==> config.mk <==
export PLATFORM = sky130hd
export DESIGN_NAME = hazard_issue_unit_flat
export DESIGN_NICKNAME = d
export VERILOG_FILES = /design/src/rtl/mips_pkg.sv /design/src/rtl/hazard_issue_unit_if.sv /design/src/rtl/instr_class.sv /design/src/rtl/hazard_issue_unit.sv /design/src/flat_wrapper.sv
export SDC_FILE = /design/constraint.sdc
export NUM_CORES = 1
export LEC_CHECK = 0
export CAP_MARGIN = 20
export CORE_MARGIN = 2
export CORE_UTILIZATION = 60
export CTS_BUF_LIST = sky130_fd_sc_hd__clkbuf_4 sky130_fd_sc_hd__clkbuf_8
export DETAILED_ROUTE_END_ITERATION = 7
export DONT_BUFFER_PORTS = 1
export GPL_TIMING_DRIVEN = 0
export HOLD_SLACK_MARGIN = 0.12
export PLACE_DENSITY = 0.75
export SKIP_CTS_REPAIR_TIMING = 1
export SYNTH_ARGS = -nofsm -noshare
export SYNTH_HDL_FRONTEND = slang
export SYNTH_SLANG_ARGS = --single-unit
export TNS_END_PERCENT = 30
==> constraint.sdc <==
create_clock -name clk -period 6.6 [get_ports clk]
set_input_delay 1.32 -clock clk [delete_from_list [all_inputs] [get_ports clk]]
set_output_delay 1.32 -clock clk [all_outputs]
set_load 0.03 [all_outputs]
==> src/rtl/mips_pkg.sv <==
// Shared decode definitions for the MIPS issue stage: op classes, encodings,
// and pipeline timing constants.
package mips_pkg;

  localparam int unsigned REG_W = 5;
  localparam logic [REG_W-1:0] REG_RA = 5'd31;

  typedef enum logic [3:0] {
    OP_NOP   = 4'd0,
    OP_ADDU  = 4'd1,
    OP_SUBU  = 4'd2,
    OP_SLT   = 4'd3,
    OP_JR    = 4'd4,
    OP_ADDI  = 4'd5,
    OP_ADDIU = 4'd6,
    OP_ORI   = 4'd7,
    OP_LW    = 4'd8,
    OP_SW    = 4'd9,
    OP_BEQ   = 4'd10,
    OP_LUI   = 4'd11,
    OP_J     = 4'd12,
    OP_JAL   = 4'd13
  } op_e;

  localparam logic [5:0] OPC_SPECIAL = 6'b000000;
  localparam logic [5:0] OPC_ADDI    = 6'b001000;
  localparam logic [5:0] OPC_ADDIU   = 6'b001001;
  localparam logic [5:0] OPC_ORI     = 6'b001101;
  localparam logic [5:0] OPC_LW      = 6'b100011;
  localparam logic [5:0] OPC_SW      = 6'b101011;
  localparam logic [5:0] OPC_BEQ     = 6'b000100;
  localparam logic [5:0] OPC_LUI     = 6'b001111;
  localparam logic [5:0] OPC_J       = 6'b000010;
  localparam logic [5:0] OPC_JAL     = 6'b000011;

  localparam logic [5:0] FN_ADDU = 6'b100001;
  localparam logic [5:0] FN_SUBU = 6'b100011;
  localparam logic [5:0] FN_SLT  = 6'b101010;
  localparam logic [5:0] FN_JR   = 6'b001000;

  // Tuse: cycles after D before the operand is consumed.
  localparam int unsigned TUSE_BRANCH = 0;
  localparam int unsigned TUSE_ALU    = 1;
  localparam int unsigned TUSE_STORE  = 2;

  // Tnew: cycles after E entry before the result can be forwarded.
  localparam int unsigned TNEW_LINK = 0;
  localparam int unsigned TNEW_ALU  = 1;
  localparam int unsigned TNEW_LOAD = 2;

endpackage

==> src/rtl/hazard_issue_unit_if.sv <==
// D-stage request/stall and D/E register outputs of the issue stage.
interface hazard_issue_unit_if
  import mips_pkg::*;
#(
  parameter int unsigned NREG = 32,
  parameter int unsigned TW   = 2
);
  localparam int unsigned RW = $clog2(NREG);

  logic          id_valid;
  logic [31:0]   id_instr;
  logic          flush;
  logic          stall;
  logic          e_valid;
  logic [31:0]   e_instr;
  op_e           e_op;
  logic [RW-1:0] e_a1;
  logic [RW-1:0] e_a2;
  logic [RW-1:0] e_a3;
  logic [TW-1:0] e_tnew;

  modport master (
    output id_valid, id_instr, flush,
    input  stall, e_valid, e_instr, e_op, e_a1, e_a2, e_a3, e_tnew
  );

  modport slave (
    input  id_valid, id_instr, flush,
    output stall, e_valid, e_instr, e_op, e_a1, e_a2, e_a3, e_tnew
  );

endinterface

==> src/rtl/instr_class.sv <==
// Combinational instruction classifier: op class, register indices, which
// sources are read, their Tuse, and the destination Tnew.
module instr_class
  import mips_pkg::*;
#(
  parameter int unsigned TW = 2
) (
  input  logic [31:0]      instr,
  output op_e              op,
  output logic [REG_W-1:0] a1,
  output logic [REG_W-1:0] a2,
  output logic [REG_W-1:0] a3,
  output logic             use1,
  output logic             use2,
  output logic [TW-1:0]    tuse1,
  output logic [TW-1:0]    tuse2,
  output logic [TW-1:0]    tnew,
  output logic             has_dst
);

  logic unused_shamt;
  assign unused_shamt = ^instr[10:6];

  always_comb begin
    op = OP_NOP;
    case (instr[31:26])
      OPC_SPECIAL: begin
        case (instr[5:0])
          FN_ADDU: op = OP_ADDU;
          FN_SUBU: op = OP_SUBU;
          FN_SLT:  op = OP_SLT;
          FN_JR:   op = OP_JR;
          default: op = OP_NOP;
        endcase
      end
      OPC_ADDI:  op = OP_ADDI;
      OPC_ADDIU: op = OP_ADDIU;
      OPC_ORI:   op = OP_ORI;
      OPC_LW:    op = OP_LW;
      OPC_SW:    op = OP_SW;
      OPC_BEQ:   op = OP_BEQ;
      OPC_LUI:   op = OP_LUI;
      OPC_J:     op = OP_J;
      OPC_JAL:   op = OP_JAL;
      default:   op = OP_NOP;
    endcase
  end

  always_comb begin
    a1      = instr[25:21];
    a2      = instr[20:16];
    a3      = '0;
    use1    = 1'b0;
    use2    = 1'b0;
    tuse1   = '0;
    tuse2   = '0;
    tnew    = '0;
    has_dst = 1'b0;
    case (op)
      OP_ADDU, OP_SUBU, OP_SLT: begin
        a3      = instr[15:11];
        use1    = 1'b1;
        use2    = 1'b1;
        tuse1   = TW'(TUSE_ALU);
        tuse2   = TW'(TUSE_ALU);
        tnew    = TW'(TNEW_ALU);
        has_dst = 1'b1;
      end
      OP_ADDI, OP_ADDIU, OP_ORI: begin
        a3      = instr[20:16];
        use1    = 1'b1;
        tuse1   = TW'(TUSE_ALU);
        tnew    = TW'(TNEW_ALU);
        has_dst = 1'b1;
      end
      OP_LUI: begin
        a3      = instr[20:16];
        tnew    = TW'(TNEW_ALU);
        has_dst = 1'b1;
      end
      OP_LW: begin
        a3      = instr[20:16];
        use1    = 1'b1;
        tuse1   = TW'(TUSE_ALU);
        tnew    = TW'(TNEW_LOAD);
        has_dst = 1'b1;
      end
      OP_SW: begin
        use1  = 1'b1;
        use2  = 1'b1;
        tuse1 = TW'(TUSE_ALU);
        tuse2 = TW'(TUSE_STORE);
      end
      OP_BEQ: begin
        use1  = 1'b1;
        use2  = 1'b1;
        tuse1 = TW'(TUSE_BRANCH);
        tuse2 = TW'(TUSE_BRANCH);
      end
      OP_JR: begin
        use1  = 1'b1;
        tuse1 = TW'(TUSE_BRANCH);
      end
      OP_JAL: begin
        a3      = REG_RA;
        tnew    = TW'(TNEW_LINK);
        has_dst = 1'b1;
      end
      default: ;
    endcase
  end

endmodule

==> src/rtl/hazard_issue_unit.sv <==
// Decode/issue stage: scoreboard of in-flight destinations, RAW stall
// detection, D/E pipeline register and saturating stall counter.
module hazard_issue_unit
  import mips_pkg::*;
#(
  parameter int unsigned DEPTH = 3,
  parameter int unsigned NREG  = 32,
  parameter int unsigned TW    = 2,
  parameter int unsigned CNT_W = 16
) (
  input  logic             clk,
  input  logic             rst_n,
  hazard_issue_unit_if.slave bus,
  output logic [CNT_W-1:0] stall_count
);

  localparam int unsigned RW = $clog2(NREG);

  op_e              d_op;
  logic [REG_W-1:0] d_a1_raw, d_a2_raw, d_a3_raw;
  logic             d_use1, d_use2, d_has_dst;
  logic [TW-1:0]    d_tuse1, d_tuse2, d_tnew;
  logic [RW-1:0]    d_a1, d_a2, d_a3;

  instr_class #(.TW(TW)) u_instr_class (
    .instr   (bus.id_instr),
    .op      (d_op),
    .a1      (d_a1_raw),
    .a2      (d_a2_raw),
    .a3      (d_a3_raw),
    .use1    (d_use1),
    .use2    (d_use2),
    .tuse1   (d_tuse1),
    .tuse2   (d_tuse2),
    .tnew    (d_tnew),
    .has_dst (d_has_dst)
  );

  assign d_a1 = RW'(d_a1_raw);
  assign d_a2 = RW'(d_a2_raw);
  assign d_a3 = RW'(d_a3_raw);

  logic [DEPTH-1:0]         sb_valid;
  logic [DEPTH-1:0][RW-1:0] sb_dst;
  logic [DEPTH-1:0][TW-1:0] sb_tnew;

  logic hazard;
  logic issue;

  function automatic logic [TW-1:0] age(input logic [TW-1:0] t);
    return (t == '0) ? '0 : t - TW'(1);
  endfunction

  always_comb begin
    hazard = 1'b0;
    for (int unsigned k = 0; k < DEPTH; k++) begin
      if (sb_valid[k]) begin
        if (d_use1 && (d_a1 != '0) && (sb_dst[k] == d_a1) && (sb_tnew[k] > d_tuse1))
          hazard = 1'b1;
        if (d_use2 && (d_a2 != '0) && (sb_dst[k] == d_a2) && (sb_tnew[k] > d_tuse2))
          hazard = 1'b1;
      end
    end
  end

  assign bus.stall = bus.id_valid & hazard & ~bus.flush;
  assign issue     = bus.id_valid & ~hazard & ~bus.flush;

  // Entry 0 shadows the D/E register; older entries age by one per cycle.
  always_ff @(posedge clk or negedge rst_n) begin
    if (!rst_n) begin
      sb_valid <= '0;
      sb_dst   <= '0;
      sb_tnew  <= '0;
    end else begin
      sb_valid[0] <= issue & d_has_dst & (d_a3 != '0);
      sb_dst[0]   <= issue ? d_a3 : '0;
      sb_tnew[0]  <= (issue && d_has_dst) ? d_tnew : '0;
      for (int unsigned k = 1; k < DEPTH; k++) begin
        sb_valid[k] <= sb_valid[k-1];
        sb_dst[k]   <= sb_dst[k-1];
        sb_tnew[k]  <= age(sb_tnew[k-1]);
      end
    end
  end

  always_ff @(posedge clk or negedge rst_n) begin
    if (!rst_n) begin
      bus.e_valid <= 1'b0;
      bus.e_instr <= '0;
      bus.e_op    <= OP_NOP;
      bus.e_a1    <= '0;
      bus.e_a2    <= '0;
      bus.e_a3    <= '0;
      bus.e_tnew  <= '0;
    end else if (issue) begin
      bus.e_valid <= 1'b1;
      bus.e_instr <= bus.id_instr;
      bus.e_op    <= d_op;
      bus.e_a1    <= d_a1;
      bus.e_a2    <= d_a2;
      bus.e_a3    <= d_a3;
      bus.e_tnew  <= d_tnew;
    end else begin
      bus.e_valid <= 1'b0;
      bus.e_instr <= '0;
      bus.e_op    <= OP_NOP;
      bus.e_a1    <= '0;
      bus.e_a2    <= '0;
      bus.e_a3    <= '0;
      bus.e_tnew  <= '0;
    end
  end

  always_ff @(posedge clk or negedge rst_n) begin
    if (!rst_n)
      stall_count <= '0;
    else if (bus.stall && (stall_count != '1))
      stall_count <= stall_count + CNT_W'(1);
  end

endmodule

==> src/flat_wrapper.sv <==
// flat-port wrapper written by rule: the top's interface ports become plain ports
module hazard_issue_unit_flat import mips_pkg::*;
#(
  parameter int unsigned DEPTH = 3,
  parameter int unsigned NREG  = 32,
  parameter int unsigned TW    = 2,
  parameter int unsigned CNT_W = 16
)
  (clk, rst_n, stall_count, bus_id_valid, bus_id_instr, bus_flush, bus_stall, bus_e_valid, bus_e_instr, bus_e_op, bus_e_a1, bus_e_a2, bus_e_a3, bus_e_tnew);
  hazard_issue_unit_if #(.NREG(NREG), .TW(TW)) bus_i ();
  input  logic clk;
  input  logic rst_n;
  output logic [CNT_W-1:0] stall_count;
  input wire logic [$bits(bus_i.id_valid)-1:0] bus_id_valid;
  input wire logic [$bits(bus_i.id_instr)-1:0] bus_id_instr;
  input wire logic [$bits(bus_i.flush)-1:0] bus_flush;
  output wire logic [$bits(bus_i.stall)-1:0] bus_stall;
  output wire logic [$bits(bus_i.e_valid)-1:0] bus_e_valid;
  output wire logic [$bits(bus_i.e_instr)-1:0] bus_e_instr;
  output wire logic [$bits(bus_i.e_op)-1:0] bus_e_op;
  output wire logic [$bits(bus_i.e_a1)-1:0] bus_e_a1;
  output wire logic [$bits(bus_i.e_a2)-1:0] bus_e_a2;
  output wire logic [$bits(bus_i.e_a3)-1:0] bus_e_a3;
  output wire logic [$bits(bus_i.e_tnew)-1:0] bus_e_tnew;
  assign bus_i.id_valid = bus_id_valid;
  assign bus_i.id_instr = bus_id_instr;
  assign bus_i.flush = bus_flush;
  assign bus_stall = bus_i.stall;
  assign bus_e_valid = bus_i.e_valid;
  assign bus_e_instr = bus_i.e_instr;
  assign bus_e_op = bus_i.e_op;
  assign bus_e_a1 = bus_i.e_a1;
  assign bus_e_a2 = bus_i.e_a2;
  assign bus_e_a3 = bus_i.e_a3;
  assign bus_e_tnew = bus_i.e_tnew;
  hazard_issue_unit #(.DEPTH(DEPTH), .NREG(NREG), .TW(TW), .CNT_W(CNT_W)) u_core (.clk(clk), .rst_n(rst_n), .bus(bus_i), .stall_count(stall_count));
endmodule
==> metrics.cfg, run 1 <==
[routing]
drc = 0
finalWirelength_um = 8210
top_signal_layer_used = met4
drt-met1-wl_um = 3550
post_drt_wl_per_cell_um = 17.9
drtIter0Drc = 174
routed-wl-met2_um = 4010
dr_wl_met3_um = 579
vias_per_cell = 5.91
dr.pass1.iters = 4
ant_nets = 0
dr_total_vias = 2714

[grt]
grt_usage_pct = 23.7
grt_pass1_vias = 2684
grt_max_degree = 80
grt_pass1_wl_um = 13300
antenna_found_initial = 0
grt_remaining_overflow = 0

[logic_synthesis]
synth_seq_cells = 79
synth.yosys.seq_area_share_pct = 50.5
syn_area_um2 = 3910
syn-instance-count = 366
synth-edff-count = 0
syn_nets = 409
ys.flop_type = dfrtp_1
synthArstFlopShare_pct = 100
postSynthAreaPerCell_um2 = 10.7
ys_warn_count = 0
synth.distinct_cells = 56

[placement]
preCtsSetupSlack_ns = 0.213
hpwl_um = 6000
gp_congestion = 0.884
placement.io_buffers = 0

[die]
initial_core_util_pct = 62.0
die_y_um = 84.7
die_w_um = 84.7
dieArea_um2 = 7180
fp-row-count = 29
core-area_um2 = 6310
ios = 107

[min_path]
hp-class = reg -> reg

[setup_path]
worstSetupStartpointType = input port
arrival_ns = 4.92
r2r_slack_ns = 3.53
cp_max_fo = 10
cp_data_required_time_ns = 5.28
critPathKind = in -> out
critPathCaptureType = primary output

[clocking]
clk_latency_ns = 0.35
cts_max_path_buffers = 2
cts_root_buf = clkbuf_8
cts.sinks = 79
path_clk_slew_ns = 0.09
numCtsBuffers = 9
cts_max_level = 3
cts_tree = done

[status]
status = finished clean

[power_and_ir_drop]
p_per_area_nw_per_um2 = 218
total_leakage_power_nw = 1.86
vdd_drop_max_v = 0.000149

[sta]
tightest_slew_ns = 0.949
drv_slew = 0
finalCriticalPeriod_ns = 6.24
maxSlewHeadroom_pct = 36.2
setup_tns_ns = 0
skew_ns = 0.0167
fin_crit_sh_pct = 94.6
setup_viol = 0
fin_ws_ns = 0.358
finalHoldViolCount = 0
fmax_mhz = 160
whs_ns = 0.449
rsz0062_at_grt = false

[finish]
area_delta_synth_final_pct = 7.10
nets = 420
layout-drive-gt1-share_pct = 13.1
antennaDiodeCount = 0
n_fill_cell = 507

[flow_run]
cap_violations = 0

-- cell usage in the layout (no fill, tap or decap), types with 3 or more instances in the layout --
master	synthesis	final
buf_2	3	3
buf_4	15	15
clkinvlp_4	0	3
nand2_1	15	15
nor2_1	27	27
inv_1	7	7
o21ai_0	5	5
and2_1	34	34
dfrtp_1	79	79
and3_1	9	9
nand2b_1	3	3
clkbuf_8	0	9
ha_1	7	7
nand4_1	11	11
xor2_1	13	13
a31oi_1	4	4
nor3_1	14	14
buf_6	4	4
nor2b_1	3	3
a221oi_1	7	7
inv_6	0	3
nand3_1	7	7
a21oi_1	9	8
xnor2_1	34	34
nor4_1	3	3
clkbuf_1	12	12
-- per-stage QoR --
step                      util [%]  power, W  instances  instance area, um2
final                         66.3  0.000912        459                4190
after global routing          66.3  0.000949        459                4190
after CTS                     66.3  0.000921        459                4190
after detailed placement      63.5  0.000597        443                4010
after global placement        63.5  0.000595        443                4010
after floorplan                  -  0.000583        366                3910
-- sequential cells by signal, indices dropped and copies added (netlist names), 2 cells and up --
| name | count |
|---|---|
| u_core.bus.e_instr | 32 |
| u_core.stall_count | 16 |
| u_core.sb_dst | 10 |
| u_core.sb_tnew | 6 |
| u_core.bus.e_a3 | 5 |
| u_core.bus.e_op | 4 |
| u_core.sb_valid | 3 |
| u_core.bus.e_tnew | 2 |
-- where the power goes --
group	leakage [nW]	switching, W	total [W]	internal, W
clock	0.0827	0.000185	0.000324	0.000140
sequential	1.08	0.0000236	0.000517	0.000494
combinational	0.697	0.0000409	0.0000702	0.0000294
-- path summary, 6_finish.rpt --
check,start,end,cells after the start
min in group asynchronous,rst_n,u_core.bus.e_a3[0],0
hold reg to reg,u_core.sb_dst[9],u_core.sb_dst[14],0
setup reg to reg,u_core.sb_tnew[3],u_core.stall_count[4],10
hold / removal,u_core.sb_dst[9],u_core.sb_dst[14],0
setup / recovery,bus_id_instr[31],bus_stall,14
max in group asynchronous,rst_n,u_core.bus.e_instr[29],0
-- layer usage --
metal | global-route usage (%) | up-vias
li1 | - | 1263
met1 | 32.8 | 1340
met2 | 37.2 | 105
met3 | 6.59 | 6
met4 | 6.35 | 0
met5 | 0 | -
-- worst max-delay path: stages --
cell,delay (ns)
buf_6,0.12
or4_4,0.54
nor3_1,0.39
a31oi_1,0.25
xnor2_1,0.17
o211ai_1,0.41
ha_1,0.32
nor2_1,0.13
o21ai_0,0.12
nor3_1,0.23
nor3_1,0.09
a21oi_1,0.22
o21ai_1,0.18
a21oi_2,0.40
-- cell type report --
class,count,area (um2),area share [%]
plain buffers,34,218,5.20
clock buffers,9,124,2.96
clock inverters,7,53.8,1.28
inverters,8,35.0,0.836
multi-input cells,245,1690,40.2
flip-flops and latches,79,1980,47.2
well taps,77,96.3,2.30
-- synthesized netlist by cell type (3+ instances only) --
master / instances / area (um2)
buf_6: 4 / 45.0
clkbuf_1: 12 / 45.0
and2_1: 34 / 213
nor2_1: 27 / 101
o21ai_0: 5 / 25.0
xor2_1: 13 / 114
nand3_1: 7 / 35.0
a21oi_1: 9 / 45.0
ha_1: 7 / 87.6
nor4_1: 3 / 18.8
inv_1: 7 / 26.3
nand2_1: 15 / 56.3
nor2b_1: 3 / 18.8
and3_1: 9 / 56.3
dfrtp_1: 79 / 1980
buf_4: 15 / 113
buf_2: 3 / 15.0
nand4_1: 11 / 68.8
a221oi_1: 7 / 61.3
xnor2_1: 34 / 298
nor3_1: 14 / 70.1
nand2b_1: 3 / 18.8
a31oi_1: 4 / 25.0
-- cells by family (layout without fill, tap and decap cells) --
logic type      after synthesis  after routing  share of synthesized area (%)
simple gates                145            145                           21.1
flops                        79             79                           50.5
xor+xnor                     47             47                           10.5
compound gates               43             43                           8.32
buf+inv                      42             58                           6.46
fa+ha+maj                     7              7                           2.24
mux                           3              3                          0.832
Power figures use the tool's default switching activity.
==> run 2, diff against run 1 <==
ABC_AREA = 1   (was unset)
CORE_UTILIZATION = 55   (was 60)
PLACE_DENSITY = 0.69   (was 0.75)
SKIP_CTS_REPAIR_TIMING = unset   (was 1)
==> metrics.cfg, run 2 <==
[status]
status = finished clean

[setup_path]
critPathKind = in -> out
cp_cell_sequence = nor2_1 -> nand2_1 -> nor2_1 -> nor2_1 -> nand2_1 -> nor2_2 -> nand2_4 -> nand3_1 -> ha_1 -> o21ai_0 -> nand4_1 -> nor3_1 -> nand3_1 -> nand2_1 -> nand2_2 -> nand3_4 -> nand2_1 -> inv_1
crit_top_cell = nand2_1
cpMaxStageDelayCell = ha_1
slowest_delay_ns = 0.30  ; -0.24 ns
cp_data_required_time_ns = 5.28  ; about the same
crit_buf_inv = 1  ; unchanged
critPathCaptureType = primary output
arrival_ns = 3.80  ; -1.12 ns
cp_max_fo = 9  ; -1
critical_path.top_delay_family = simple AND/OR/NAND/NOR gates
worstSetupStartpointType = input port

[clocking]
ctsResizeCount = 0
cts_setup_buffers = 0
path_clk_slew_ns = 0.08  ; about the same
cts.sinks = 79  ; unchanged
cts_max_level = 3  ; unchanged
cts_hold_buf = 0
numCtsBuffers = 9  ; unchanged
cts_max_path_buffers = 2  ; unchanged
cts_tree = done
clk_latency_ns = 0.34  ; about the same
cts_root_buf = clkbuf_8

[logic_synthesis]
synth_seq_cells = 79  ; unchanged
yosysMostFrequentCell = nand2_1
synth.area.top_cells = dfrtp_1, nand2_1, inv_1
yosys-top-cells-count = nand2_1, dfrtp_1, inv_1
synthArstFlopShare_pct = 100  ; unchanged
yosysTopAreaCell = dfrtp_1
synth.yosys.seq_area_share_pct = 48.2  ; -2.3 points
syn_nets = 523  ; +28%
postSynthAreaPerCell_um2 = 8.54  ; -20%
synth.distinct_cells = 35  ; -38%
synth-edff-count = 0  ; unchanged
synth_top_cell_area_share_pct = 48.2  ; -2.3 points
ys.flop_type = dfrtp_1
syn-instance-count = 480  ; +31%
syn_area_um2 = 4100  ; +4.9%
ys_warn_count = 0  ; unchanged

[flow_run]
cap_violations = 0  ; unchanged

[power_and_ir_drop]
finalPower_w = 0.00100  ; +9.9%
p_per_area_nw_per_um2 = 225  ; +3.3%
vdd_drop_max_v = 0.0000966  ; -35%
total_leakage_power_nw = 2.32  ; +24%

[routing]
dr_total_vias = 3136  ; +16%
drc = 0  ; unchanged
vias_per_cell = 5.27  ; -11%
drtIter0Drc = 153  ; -12%
finalWirelength_um = 8780  ; +6.9%
post_drt_wl_per_cell_um = 14.8  ; -18%
dr.pass1.iters = 5  ; +1
ant_nets = 0  ; unchanged

[sta]
setup_tns_ns = 0  ; unchanged
rsz0062_at_grt = false
tightest_slew_ns = 0.456  ; -0.493 ns
fin_crit_sh_pct = 77.6  ; -17 points
fmax_mhz = 195  ; +22%
setup_viol = 0  ; unchanged
finalCriticalPeriod_ns = 5.12  ; -1.12 ns
maxSlewHeadroom_pct = 69.5  ; +33 points
drv_slew = 0  ; unchanged
skew_ns = 0.00694  ; -0.00978 ns
finalHoldViolCount = 0  ; unchanged

[finish]
top_register = u_core.bus.e_instr
layout-drive-gt1-share_pct = 15.1  ; +2.0 points
nets = 534  ; +27%
layout_common_cells = nand2_1, dfrtp_1, inv_1
largest_registers = u_core.bus.e_instr x32, u_core.stall_count x16, u_core.sb_dst x10
area_delta_synth_final_pct = 8.66
largest_reg_flops = 32  ; unchanged
final_cell_area_um2 = 4460  ; +6.4%
antennaDiodeCount = 0  ; unchanged
layout.cells.non_filler = 595  ; +30%
layout_commonest_cell = nand2_1

[grt]
grt_pass1_wl_um = 14400  ; +7.8%
grt_pass1_vias = 2955  ; +10%
grt_max_degree = 80  ; unchanged
grt_remaining_overflow = 0  ; unchanged
antenna_found_initial = 0  ; unchanged
grt_usage_pct = 22.2  ; -1.5 points

[placement]
placed_area_um2 = 4230  ; +5.4%
placed_cells = 579  ; +31%
placement.io_buffers = 0  ; unchanged
gp_congestion = 0.889  ; +0.65%
hpwl_um = 6400  ; +6.8%

[die]
fp-row-count = 31  ; +6.9%
core-area_um2 = 7250  ; +15%
ios = 107  ; unchanged
die_w_um = 90.4  ; +6.6%
die_y_um = 90.4  ; +6.6%
initial_core_util_pct = 56.5  ; -5.4 points
dieArea_um2 = 8160  ; +14%

[min_path]
hp-class = reg -> reg

==> run 2: cell types whose count changed in the layout (fill, tap and decap cells not counted), moves of 10 or more <==
cell / previous run / this run
nand2_1: 15 / 97
nand3_1: 7 / 22
and2_1: 34 / 0
nor2_1: 27 / 59
xnor2_1: 34 / 17
inv_1: 7 / 62
nor2_2: 0 / 22
clkbuf_1: 12 / 2
==> run 2: worst paths after layout <==
path | from | endpoint | slack [ns] | cells after the start
worst max-delay path | bus_id_instr[28] | bus_stall | 1.48 | 18
worst min-delay path | u_core.sb_valid[1] | u_core.sb_valid[2] | 0.39 | 0
worst max register to register | u_core.sb_tnew[0] | u_core.stall_count[2] | 4.40 | 13
worst min register to register | u_core.sb_valid[1] | u_core.sb_valid[2] | 0.39 | 0
max in group asynchronous | rst_n | u_core.bus.e_op[2] | 5.81 | 0
min in group asynchronous | rst_n | u_core.bus.e_instr[16] | 0.67 | 0
==> run 2: worst reg2reg max path, delay by kind of cell (launching register included) <==
kind	cells	cell delay (ns)
flip-flops	1	0.38
AND/OR/NAND/NOR	9	1.00
adder cells (fa/ha/maj)	1	0.28
buffers and inverters	2	0.27
AO/OA/AOI/OAI	1	0.18
==> run 2: per-stage QoR <==
| step | setup WS (ns) | hold slack [ns] | util [%] |
|---|---|---|---|
| finish | 1.48 | 0.394 | 61.4 |
| global route | 1.24 | 0.396 | 61.4 |
| CTS | 1.48 | 0.394 | 61.4 |
| detailed placement | 1.53 | 0.378 | 58.3 |
| global placement | 1.55 | 0.365 | 58.3 |
| floorplan | 1.92 | 0.354 | - |
==> run 2: routing by layer <==
metal / track usage [%] / share of wire [%] / routed length [um] / up-vias
met5: 0 / 0 / 0 / -
met4: 8.97 / 1.7 / 153 / 0
met3: 5.18 / 5.9 / 522 / 14
met2: 35.2 / 48 / 4230 / 105
met1: 29.6 / 44 / 3870 / 1493
li1: - / - / - / 1524
==> run 2: kinds of logic (layout without fill, tap and decap cells) <==
logic type | after synthesis | count (layout) | share of synthesized area, %
buf+inv | 91 | 107 | 10.6
xor+xnor | 32 | 32 | 6.83
compound gates | 31 | 31 | 4.97
fa+ha+maj | 7 | 7 | 2.14
flops | 79 | 79 | 48.2
simple gates | 240 | 240 | 27.2
==> run 2: where the power goes <==
| part | total (W) | switching [W] | internal (W) | leakage, nW |
|---|---|---|---|---|
| logic | 0.0000726 | 0.0000453 | 0.0000273 | 1.11 |
| clock network | 0.000408 | 0.000166 | 0.000242 | 0.120 |
| registers | 0.000522 | 0.0000258 | 0.000496 | 1.08 |
==> run 2: layout make-up <==
| class | instances | area [um2] |
|---|---|---|
| inverter | 66 | 248 |
| multi-input combinational | 310 | 1690 |
| clock inverter | 3 | 65.1 |
| clock buffer | 13 | 166 |
| fill | 627 | 2800 |
| tap | 99 | 124 |
| buffer | 25 | 189 |
| sequential | 79 | 1980 |
